**src/rtl/apb_master_bridge.sv**
```systemverilog
// -----------------------------------------------------------------------------
// apb_master_bridge
//
// Purpose:
//   APB initiator that converts single-beat CPU data-bus requests into APB
//   SETUP/ACCESS transfers toward up to NUM_SLV responders. The slave is chosen
//   from the address. The bridge waits on the selected PREADY and then returns
//   read data with a one-cycle completion pulse. Addresses outside the APB
//   region, or with a slave index of NUM_SLV or more, complete at once with
//   err=1 and cause no bus activity.
//
// Optional feature:
//   APB_TIMEOUT_EN - when defined, an ACCESS phase that sees no PREADY for
//   TIMEOUT_CYC cycles is aborted and completes with err=1. When undefined,
//   ACCESS waits for PREADY with no limit.
//
// Ports:
//   PCLK      in   clock, rising edge
//   PRESET    in   asynchronous active-high reset
//   transfer  in   request strobe, sampled only while idle
//   addr      in   [31:0] request byte address
//   write     in   1 = write, 0 = read
//   wdata     in   [31:0] write data
//   rdata     out  [31:0] read data, valid while ready=1, held until next completion
//   ready     out  one-cycle completion pulse
//   err       out  error flag, valid while ready=1
//   busy      out  transfer in progress
//   PADDR     out  [31:0] APB address
//   PWRITE    out  APB direction
//   PENABLE   out  APB access phase
//   PWDATA    out  [31:0] APB write data
//   PSEL      out  [NUM_SLV-1:0] one-hot slave select
//   PRDATA    in   [NUM_SLV*32-1:0] packed slave read data, slave i at [32*i+:32]
//   PREADY    in   [NUM_SLV-1:0] per-slave ready
// -----------------------------------------------------------------------------
module apb_master_bridge #(
  parameter int          NUM_SLV     = 4,
  parameter logic [31:0] BASE_ADDR   = 32'h1000_0000,
  parameter int          SLV_SHIFT   = 12,
  parameter int          TIMEOUT_CYC = 16
) (
  input  logic                   PCLK,
  input  logic                   PRESET,
  input  logic                   transfer,
  input  logic [31:0]            addr,
  input  logic                   write,
  input  logic [31:0]            wdata,
  output logic [31:0]            rdata,
  output logic                   ready,
  output logic                   err,
  output logic                   busy,
  output logic [31:0]            PADDR,
  output logic                   PWRITE,
  output logic                   PENABLE,
  output logic [31:0]            PWDATA,
  output logic [NUM_SLV-1:0]     PSEL,
  input  logic [NUM_SLV*32-1:0]  PRDATA,
  input  logic [NUM_SLV-1:0]     PREADY
);

  localparam int IDXW = $clog2(NUM_SLV);
  localparam int FW   = 16 - SLV_SHIFT;

  typedef enum logic [1:0] {
    ST_IDLE   = 2'd0,
    ST_SETUP  = 2'd1,
    ST_ACCESS = 2'd2
  } state_t;

  state_t               r_state;
  logic [IDXW-1:0]      r_idx;
  logic [31:0]          r_paddr;
  logic                 r_pwrite;
  logic [31:0]          r_pwdata;
  logic                 r_penable;
  logic [NUM_SLV-1:0]   r_psel;
  logic [31:0]          r_rdata;
  logic                 r_ready;
  logic                 r_err;

  // Address decode. The slave-index field is every bit between SLV_SHIFT and
  // the region boundary, so indices beyond NUM_SLV-1 count as a miss instead
  // of aliasing onto a lower slave.
  logic [FW-1:0]        w_field;
  logic [IDXW-1:0]      w_idx;
  logic                 w_hit;
  logic [NUM_SLV-1:0]   w_onehot;

  assign w_field  = addr[15:SLV_SHIFT];
  assign w_idx    = addr[SLV_SHIFT +: IDXW];
  assign w_hit    = (addr[31:16] == BASE_ADDR[31:16]) &&
                    ({{(32-FW){1'b0}}, w_field} < 32'(NUM_SLV));
  assign w_onehot = {{(NUM_SLV-1){1'b0}}, 1'b1} << w_idx;

  // Only the selected slave's ready and data matter; other PREADY bits are
  // ignored.
  logic                 w_sel_ready;
  logic [31:0]          w_sel_rdata;

  assign w_sel_ready = PREADY[r_idx];
  assign w_sel_rdata = PRDATA[{r_idx, 5'b0} +: 32];

`ifdef APB_TIMEOUT_EN
  localparam logic [7:0] TO_LIMIT = 8'(TIMEOUT_CYC - 1);
  logic [7:0]           r_cnt;
`else
  // The timeout limit only matters when the abort path is built.
  logic                 w_unused_timeout;
  assign w_unused_timeout = (TIMEOUT_CYC > 0);
`endif

  always_ff @(posedge PCLK or posedge PRESET) begin
    if (PRESET) begin
      r_state   <= ST_IDLE;
      r_idx     <= '0;
      r_paddr   <= '0;
      r_pwrite  <= 1'b0;
      r_pwdata  <= '0;
      r_penable <= 1'b0;
      r_psel    <= '0;
      r_rdata   <= '0;
      r_ready   <= 1'b0;
      r_err     <= 1'b0;
`ifdef APB_TIMEOUT_EN
      r_cnt     <= '0;
`endif
    end else begin
      // Completion is a single-cycle pulse.
      r_ready <= 1'b0;
      r_err   <= 1'b0;
      case (r_state)
        ST_IDLE: begin
          if (transfer) begin
            if (w_hit) begin
              r_paddr  <= addr;
              r_pwrite <= write;
              r_pwdata <= wdata;
              r_idx    <= w_idx;
              r_psel   <= w_onehot;
              r_state  <= ST_SETUP;
            end else begin
              // Decode miss: complete immediately, no bus cycle.
              r_ready <= 1'b1;
              r_err   <= 1'b1;
              r_rdata <= '0;
            end
          end
        end

        ST_SETUP: begin
          r_penable <= 1'b1;
          r_state   <= ST_ACCESS;
`ifdef APB_TIMEOUT_EN
          r_cnt     <= '0;
`endif
        end

        ST_ACCESS: begin
          // PREADY takes priority over the timeout when both land together.
          if (w_sel_ready) begin
            r_rdata   <= r_pwrite ? 32'h0 : w_sel_rdata;
            r_ready   <= 1'b1;
            r_psel    <= '0;
            r_penable <= 1'b0;
            r_state   <= ST_IDLE;
          end
`ifdef APB_TIMEOUT_EN
          else if (r_cnt == TO_LIMIT) begin
            r_rdata   <= '0;
            r_ready   <= 1'b1;
            r_err     <= 1'b1;
            r_psel    <= '0;
            r_penable <= 1'b0;
            r_state   <= ST_IDLE;
          end else begin
            r_cnt <= r_cnt + 8'd1;
          end
`endif
        end

        default: begin
          r_psel    <= '0;
          r_penable <= 1'b0;
          r_state   <= ST_IDLE;
        end
      endcase
    end
  end

  assign rdata   = r_rdata;
  assign ready   = r_ready;
  assign err     = r_err;
  assign busy    = (r_state != ST_IDLE);
  assign PADDR   = r_paddr;
  assign PWRITE  = r_pwrite;
  assign PENABLE = r_penable;
  assign PWDATA  = r_pwdata;
  assign PSEL    = r_psel;

endmodule

```
**config.mk**
```make
export PLATFORM = sky130hd
export DESIGN_NAME = apb_master_bridge
export DESIGN_NICKNAME = d
export VERILOG_FILES = /design/src/rtl/apb_master_bridge.sv
export SDC_FILE = /design/constraint.sdc
export NUM_CORES = 1
export LEC_CHECK = 0
export ABC_CLOCK_PERIOD_IN_PS = 9200
export BUFFER_PORTS_ARGS = -buffer_cell sky130_fd_sc_hd__buf_2
export CORE_MARGIN = 3
export CORE_UTILIZATION = 30
export DETAILED_ROUTE_END_ITERATION = 7
export SYNTH_ARGS = -nofsm -noshare
export SYNTH_HDL_FRONTEND = slang
export SYNTH_SLANG_ARGS = --single-unit
```
**constraint.sdc**
```tcl
create_clock -name PCLK -period 9.2 [get_ports PCLK]
set_input_delay 1.84 -clock PCLK [delete_from_list [all_inputs] [get_ports PCLK]]
set_output_delay 1.84 -clock PCLK [all_outputs]
set_load 0.05 [all_outputs]
```
==> metrics, run 1 <==
post-route ant nets 0; CP bufs+invs 2; DR vias between 4k and 5k; Clock Latency Late Sink 350 ps; syn avg cell area about 14 um2; Slew Limit Fails 0; unrepaired setup endpoints after global routing no; Cell Rows 46; setup TNS 0 ps; CTS tree built; Global Route Usage Sum 0.152; mapped cell area 5090 um2; CP max stage cell inv_2; Max-cap violations 0; slowest stage delay, CP ~860 ps; total gr overflow 0; global-route wire length before repair 22400 um; RR Startpoint r_state[0]; Hold Fails Final Rpt 0; final wirelength between 10000 and 15000 um; hold_ws 476 ps; Pre-antenna DRT Iters 4; final setup fails 0; hold buffer count at CTS 0; fill count ~1.6k; Synth Instances approximately 370; hold depth 1; CP required 9430 ps; Net Sw Power 0.000210 W; Yosys top cell area share 0.522; DRT iter0 DRCs about 120; Switching Share 0.233; Yosys top cell by area dfrtp_1; die area about 19000 um2; Detail Placement HPWL 11300 um; Worst Clk Skew between 9 and 10 ps; Register-to-Register Path Depth 5; share of cells above drive strength 1 0.563; Top Ports between 300 and 400; Die Width between 100 and 150 um; Clock Path Buffers 2; Pleak between 3 and 4 nW; Initial Util 0.313; maximum number of pins on one net before global-route repair 65; area occupied by multi-input gates 2220 um2; Worst Path Arrival roughly 4700 ps; Synth cell types 32; delay-heaviest family, CP simple AND/OR/NAND/NOR gates; Port Buffers slightly above 300; number of setup buffers added after CTS 0; Period minus WS final about 4400 ps; vias per cell approximately 4.6; total CTS buffers 9; Hold Path Class reg -> reg; layout net count between 800 and 900; Clock power frac 0.402; Worst Tran Pin Value roughly 1100 ps; Mapped Nets 573; crit path launch type primary input; DIE HEIGHT between 100 and 150 um; Pint 0.000693 W; # resized after CTS 0; CTS H-tree depth 3; pwr/cell area approximately 130 nW/um2; Max Fclk between 200 and 250 MHz; CP Cell Sequence buf_2 > or4_1 > nor4_2 > nand2_1 > inv_2 > mux2_2; Antenna Cells 0; Hold Crit Endpoint PADDR[28]; number of global-route vias before repair 4406; Yosys reg bits approximately 110; worst reg2reg path endpoint PADDR[11]; worst-path maximum fanout 47; Slew headroom 0.257; Routed WL per cell 16.4 um; Worst setup EP type flop; VDD IR max approximately 0.084 mV; top cells by area, synth dfrtp_1 52%, mux2i_1 13%, mux2_4 8.6%; CTS sink cnt around 110; clock root buffer clkbuf_16; FF+latch area around 2700 um2; initial antenna violation count 1; core area 16200 um2; status complete, no violations; YS warnings 0; period utilization 0.482; part of the power in combinational logic 0.082; Reg power frac 0.516; Worst Hold Launch PADDR[28]; sequential-to-total area share from yosys stat 0.522; routability-driven placement congestion ratio 0.800; Crit Path Category in -> reg; CTS clk-pin slew, worst paths 70 ps; register-to-register setup slack 6360 ps; area grow syn2layout 37.8%; DRC viols 0
==> metrics by stage <==
stage | util | instance area (um2) | instances | setup slack (ps) | total power (W)
floorplan | - | 5090 | 373 | 4570 | 0.000505
global placement | 0.415 | 6730 | 871 | 4480 | 0.000549
detailed placement | 0.415 | 6730 | 871 | 4340 | 0.000551
CTS | 0.432 | 7010 | 887 | 4750 | 0.000924
global route | 0.432 | 7010 | 887 | 4530 | 0.000948
finish | 0.432 | 7010 | 887 | 4770 | 0.000903
==> kinds of logic after synthesis <==
group | Yosys count | share of synthesized area
compound gates | 45 | 0.0573
buf+inv | 33 | 0.0416
flops | 106 | 0.522
mux | 144 | 0.327
simple gates | 45 | 0.0529
==> state kept, by name, summed over array words and instances (netlist names) <==
signal,flops
PADDR,31
PENABLE,1
PSEL,4
PWDATA,32
PWRITE,1
err,1
r_idx,1
r_state,2
rdata,32
ready,1
==> cell usage in the layout, fill, tap and decap left out, types with 2 or more instances in the layout <==
master	count
mux2_2	17
nand2_1	7
and2_1	17
dfrtp_1	105
nor2_1	5
inv_6	2
o21ai_0	4
o22ai_1	32
mux2_4	29
clkbuf_16	9
o211ai_1	6
nand3_1	2
mux2_1	33
clkinv_2	3
nand2b_1	4
inv_1	5
nand4_1	2
buf_2	304
buf_4	4
or3_1	2
mux2i_1	64
==> cell usage after synthesis <==
cell type	count
mux2_4	29
and2_1	17
mux4_2	1
nor4b_1	1
buf_2	1
o311a_1	1
nor2_1	5
mux2_1	33
o21a_1	1
buf_1	6
o2bb2ai_1	1
and4_1	1
mux2i_1	64
o211ai_1	6
nand2_1	7
buf_12	3
nor4_2	1
dfrtp_1	106
o21ai_0	4
nand2b_1	4
inv_2	1
or4_1	1
inv_1	6
or2_4	1
nand3_1	2
or4_4	1
or3_1	2
o22ai_1	32
clkbuf_1	11
nand4_1	2
buf_6	5
mux2_2	17
==> power by group through the flow <==
| stage | Sequential [W] | Clock (W) | Combinational [W] |
|---|---|---|---|
| after detailed placement | 0.000475 | 0 | 0.0000753 |
| after CTS | 0.000466 | 0.000382 | 0.0000757 |
| final | 0.000466 | 0.000363 | 0.0000741 |
| after global routing | 0.000466 | 0.000399 | 0.0000829 |
| after floorplan | 0.000477 | 0 | 0.0000278 |
| after global placement | 0.000475 | 0 | 0.0000737 |
==> worst max path at each step <==
stage | end | slack [ps] | depth (start not counted) | startpoint
4_1_cts | PADDR[11] | 4750 | 6 | addr[20]
3_5_place_dp | PADDR[10] | 4340 | 6 | addr[20]
2_1_floorplan | PADDR[0] | 4570 | 1 | PRESET
5_1_grt | PADDR[10] | 4530 | 6 | addr[20]
6_report | PADDR[11] | 4770 | 6 | addr[20]
3_3_place_gp | PADDR[11] | 4480 | 6 | addr[24]
==> layer usage <==
| metal | part of all wire | global-route usage | up-vias |
|---|---|---|---|
| met5 | 0.00089 | 0 | - |
| met4 | 0.0078 | 0.0302 | 2 |
| met3 | 0.086 | 0.0492 | 13 |
| met2 | 0.52 | 0.280 | 183 |
| met1 | 0.39 | 0.172 | 1943 |
| li1 | - | - | 1945 |
==> final cells by class <==
type,instances,share of cell area
repair buffers,308,0.221
multi-input cells,234,0.317
clock inverters,7,0.00750
inverters,7,0.00411
clock buffers,9,0.0321
flip-flops and latches,106,0.379
well taps,216,0.0386
No activity file was read; power rests on OpenSTA's default activity.
==> run 2, diff against run 1 <==
--- a/config.mk
+++ b/config.mk
@@ -5,7 +5,7 @@
 export SDC_FILE = /design/constraint.sdc
 export NUM_CORES = 1
 export LEC_CHECK = 0
-export ABC_CLOCK_PERIOD_IN_PS = 9200
+export ABC_CLOCK_PERIOD_IN_PS = 4500
 export BUFFER_PORTS_ARGS = -buffer_cell sky130_fd_sc_hd__buf_2
 export CORE_MARGIN = 3
 export CORE_UTILIZATION = 30
==> constraint.sdc (replaced) <==
create_clock -name PCLK -period 4.5 [get_ports PCLK]
set_input_delay 0.9 -clock PCLK [delete_from_list [all_inputs] [get_ports PCLK]]
set_output_delay 0.9 -clock PCLK [all_outputs]
set_load 0.05 [all_outputs]
==> run 2 against run 1 <==
  * Clock power rose by 110%
  * Sequential share of layout area decreased by 0.12 points
  * Global-route usage shrank 0.31 points
  * Cell area up 0.32%
  * Routed wire length fell by 1.3%
  * Worst setup slack worse by 3300 ps
  * Utilization rose by 0.14 points
  * Cell count increased by 0.23%
  * Register-to-register slack got worse by 4300 ps
  * Non-clock buffer count up 1
  * Clock-buffer cell count up 2
  * Critical path depth unchanged
  * Critical path type unchanged
  * Largest power group unchanged
==> metrics, run 2 (synthesis gave the netlist of run 1 again) <==
status complete, no violations (unchanged); Worst Path Arrival 3220 ps (was 4670 ps); slowest stage delay, CP 700 ps (was 860 ps); Die Width 136 um (unchanged); number of global-route vias before repair 4294 (was 4406); hold_ws 467 ps (was 476 ps); clock root buffer clkbuf_16 (unchanged); Worst Tran Pin Value 1130 ps (was 1120 ps); Max Fclk about 330 MHz; Max-cap violations 0 (unchanged); hold buffer count at CTS 0 (unchanged); DR top layer met4 (was met5); DRT iter0 DRCs 139 (was 124); final setup fails 0 (unchanged); Period minus WS final approximately 3000 ps; Reg power frac 0.512 (was 0.516); crit path launch type primary input (unchanged); delay-heaviest family, CP simple AND/OR/NAND/NOR gates (unchanged); area post-placement 6740 um2 (was 6730 um2); CP required 4730 ps (was 9430 ps); CTS clk-pin slew, worst paths 80 ps (was 70 ps); worst-path maximum fanout 47 (unchanged); total CTS buffers 9 (unchanged); Final Cell Area 7030 um2 (was 7010 um2); CP bufs+invs 2 (unchanged); DRC viols 0 (unchanged); Pleak 3.83 nW (about the same); number of setup buffers added after CTS 0 (unchanged); Cell Rows 46 (unchanged); Initial Util 0.313 (unchanged); Switching Share 0.230 (was 0.233); core area 16200 um2 (unchanged); Net Sw Power 0.000428 W (was 0.000210 W); Hold Fails Final Rpt 0 (unchanged); post-route ant nets 0 (unchanged); final wirelength 14400 um (was 14600 um); Pre-antenna DRT Iters 4 (unchanged); CP Cell Sequence buf_2 > or4_4 > nor4_2 > nand2_1 > inv_2 > mux2_2 (was buf_2 > or4_1 > nor4_2 > nand2_1 > inv_2 > mux2_2); Global Route Usage Sum 0.149 (was 0.152); Hold Path Class reg -> reg (unchanged); Clock power frac 0.407 (was 0.402); Worst setup EP type flop (unchanged); maximum number of pins on one net before global-route repair 80 (was 65); Port Buffers 304 (unchanged); Pint 0.00144 W (was 0.000693 W); unrepaired setup endpoints after global routing no (unchanged); most common cell after layout, fill and taps aside buf_2 (unchanged); total gr overflow 0 (unchanged); Slew Limit Fails 0 (unchanged); share of cells above drive strength 1 0.563 (about the same); part of the power in combinational logic 0.082 (about the same); VDD IR max 0.161 mV (was 0.0844 mV); Crit Path Category in -> reg (unchanged); register-to-register setup slack 2040 ps (was 6360 ps); CTS sink cnt 106 (unchanged); met3 WL 1140 um (was 1260 um); CTS tree built (unchanged); # resized after CTS 0 (unchanged); pwr/cell area 265 nW/um2 (was 129 nW/um2); setup TNS 0 ps (unchanged); DR vias 4085 (was 4086); Clock Path Buffers 2 (unchanged); CTS H-tree depth 3 (unchanged); Top Ports 305 (unchanged); initial antenna violation count 1 (unchanged); die area 18600 um2 (unchanged); met1 WL 5570 um (was 5660 um); Util after Layout 0.433 (was 0.432); global-route wire length before repair 21900 um (was 22400 um); layout net count 867 (was 866); vias per cell 4.60 (was 4.61); Detail Placement HPWL 11000 um (was 11300 um); routability-driven placement congestion ratio 0.867 (was 0.800); period utilization 0.666; Slew headroom 0.247 (was 0.257); DIE HEIGHT 136 um (unchanged); area grow syn2layout 38.2% (was 37.8%); routed wl met2 7420 um (was 7530 um); Worst Clk Skew 9.00 ps (was 9.02 ps); CP max stage cell inv_2 (unchanged); Clock Latency Late Sink 340 ps (was 350 ps); most frequent cells in the layout 304 x buf_2, 105 x dfrtp_1, 64 x mux2i_1, 33 x mux2_1, 32 x o22ai_1 (unchanged); Routed WL per cell 16.2 um (was 16.4 um)
[run 2: changes by cell type in the layout (fill, tap and decap cells not counted), sizes merged]
cell	before	now
buf	308	309
clkbuf	9	11
clkinv	4	3
diode	0	1
inv	10	9
[run 2: final cells by class]
class                           count  area [um2]
Fill cell                        1561        9200
Clock buffer                       11         243
Inverter                            7        28.8
Timing Repair Buffer              309        1560
Clock inverter                      5        47.5
Sequential cell                   106        2660
Multi-Input combinational cell    234        2220
Antenna cell                        1        2.50
Tap cell                          216         270
[run 2: routing by layer]
layer | track usage | vias to the layer above
met1 | 0.173 | 1940
li1 | - | 1954
met2 | 0.266 | 174
met4 | 0.0566 | 0
met5 | 0 | -
met3 | 0.0355 | 17
[run 2: final timing paths]
path,start,to,cells after the start
max,addr[24],PADDR[9],6
min,PADDR[28],PADDR[28],1
max reg2reg,PADDR[13],rdata[0],4
min reg2reg,PADDR[28],PADDR[28],1
min in group asynchronous,PRESET,PADDR[1],2
max in group asynchronous,PRESET,rdata[12],3
[run 2: per-stage QoR]
stage               setup WS, ps  power (W)  std cells
global route                1360    0.00196        889
CTS                         1500    0.00191        888
detailed placement          1120    0.00113        872
floorplan                    811    0.00103        373
global placement            1190    0.00112        872
finish                      1500    0.00186        889
[run 2: power by group through the flow]
stage          combinational (W)  sequential, W  clock [W]
5_1_grt                 0.000170       0.000953   0.000840
3_3_place_gp            0.000151       0.000972          0
4_1_cts                 0.000155       0.000953   0.000801
3_5_place_dp            0.000155       0.000972          0
6_report                0.000152       0.000953   0.000758
2_1_floorplan          0.0000568       0.000976          0
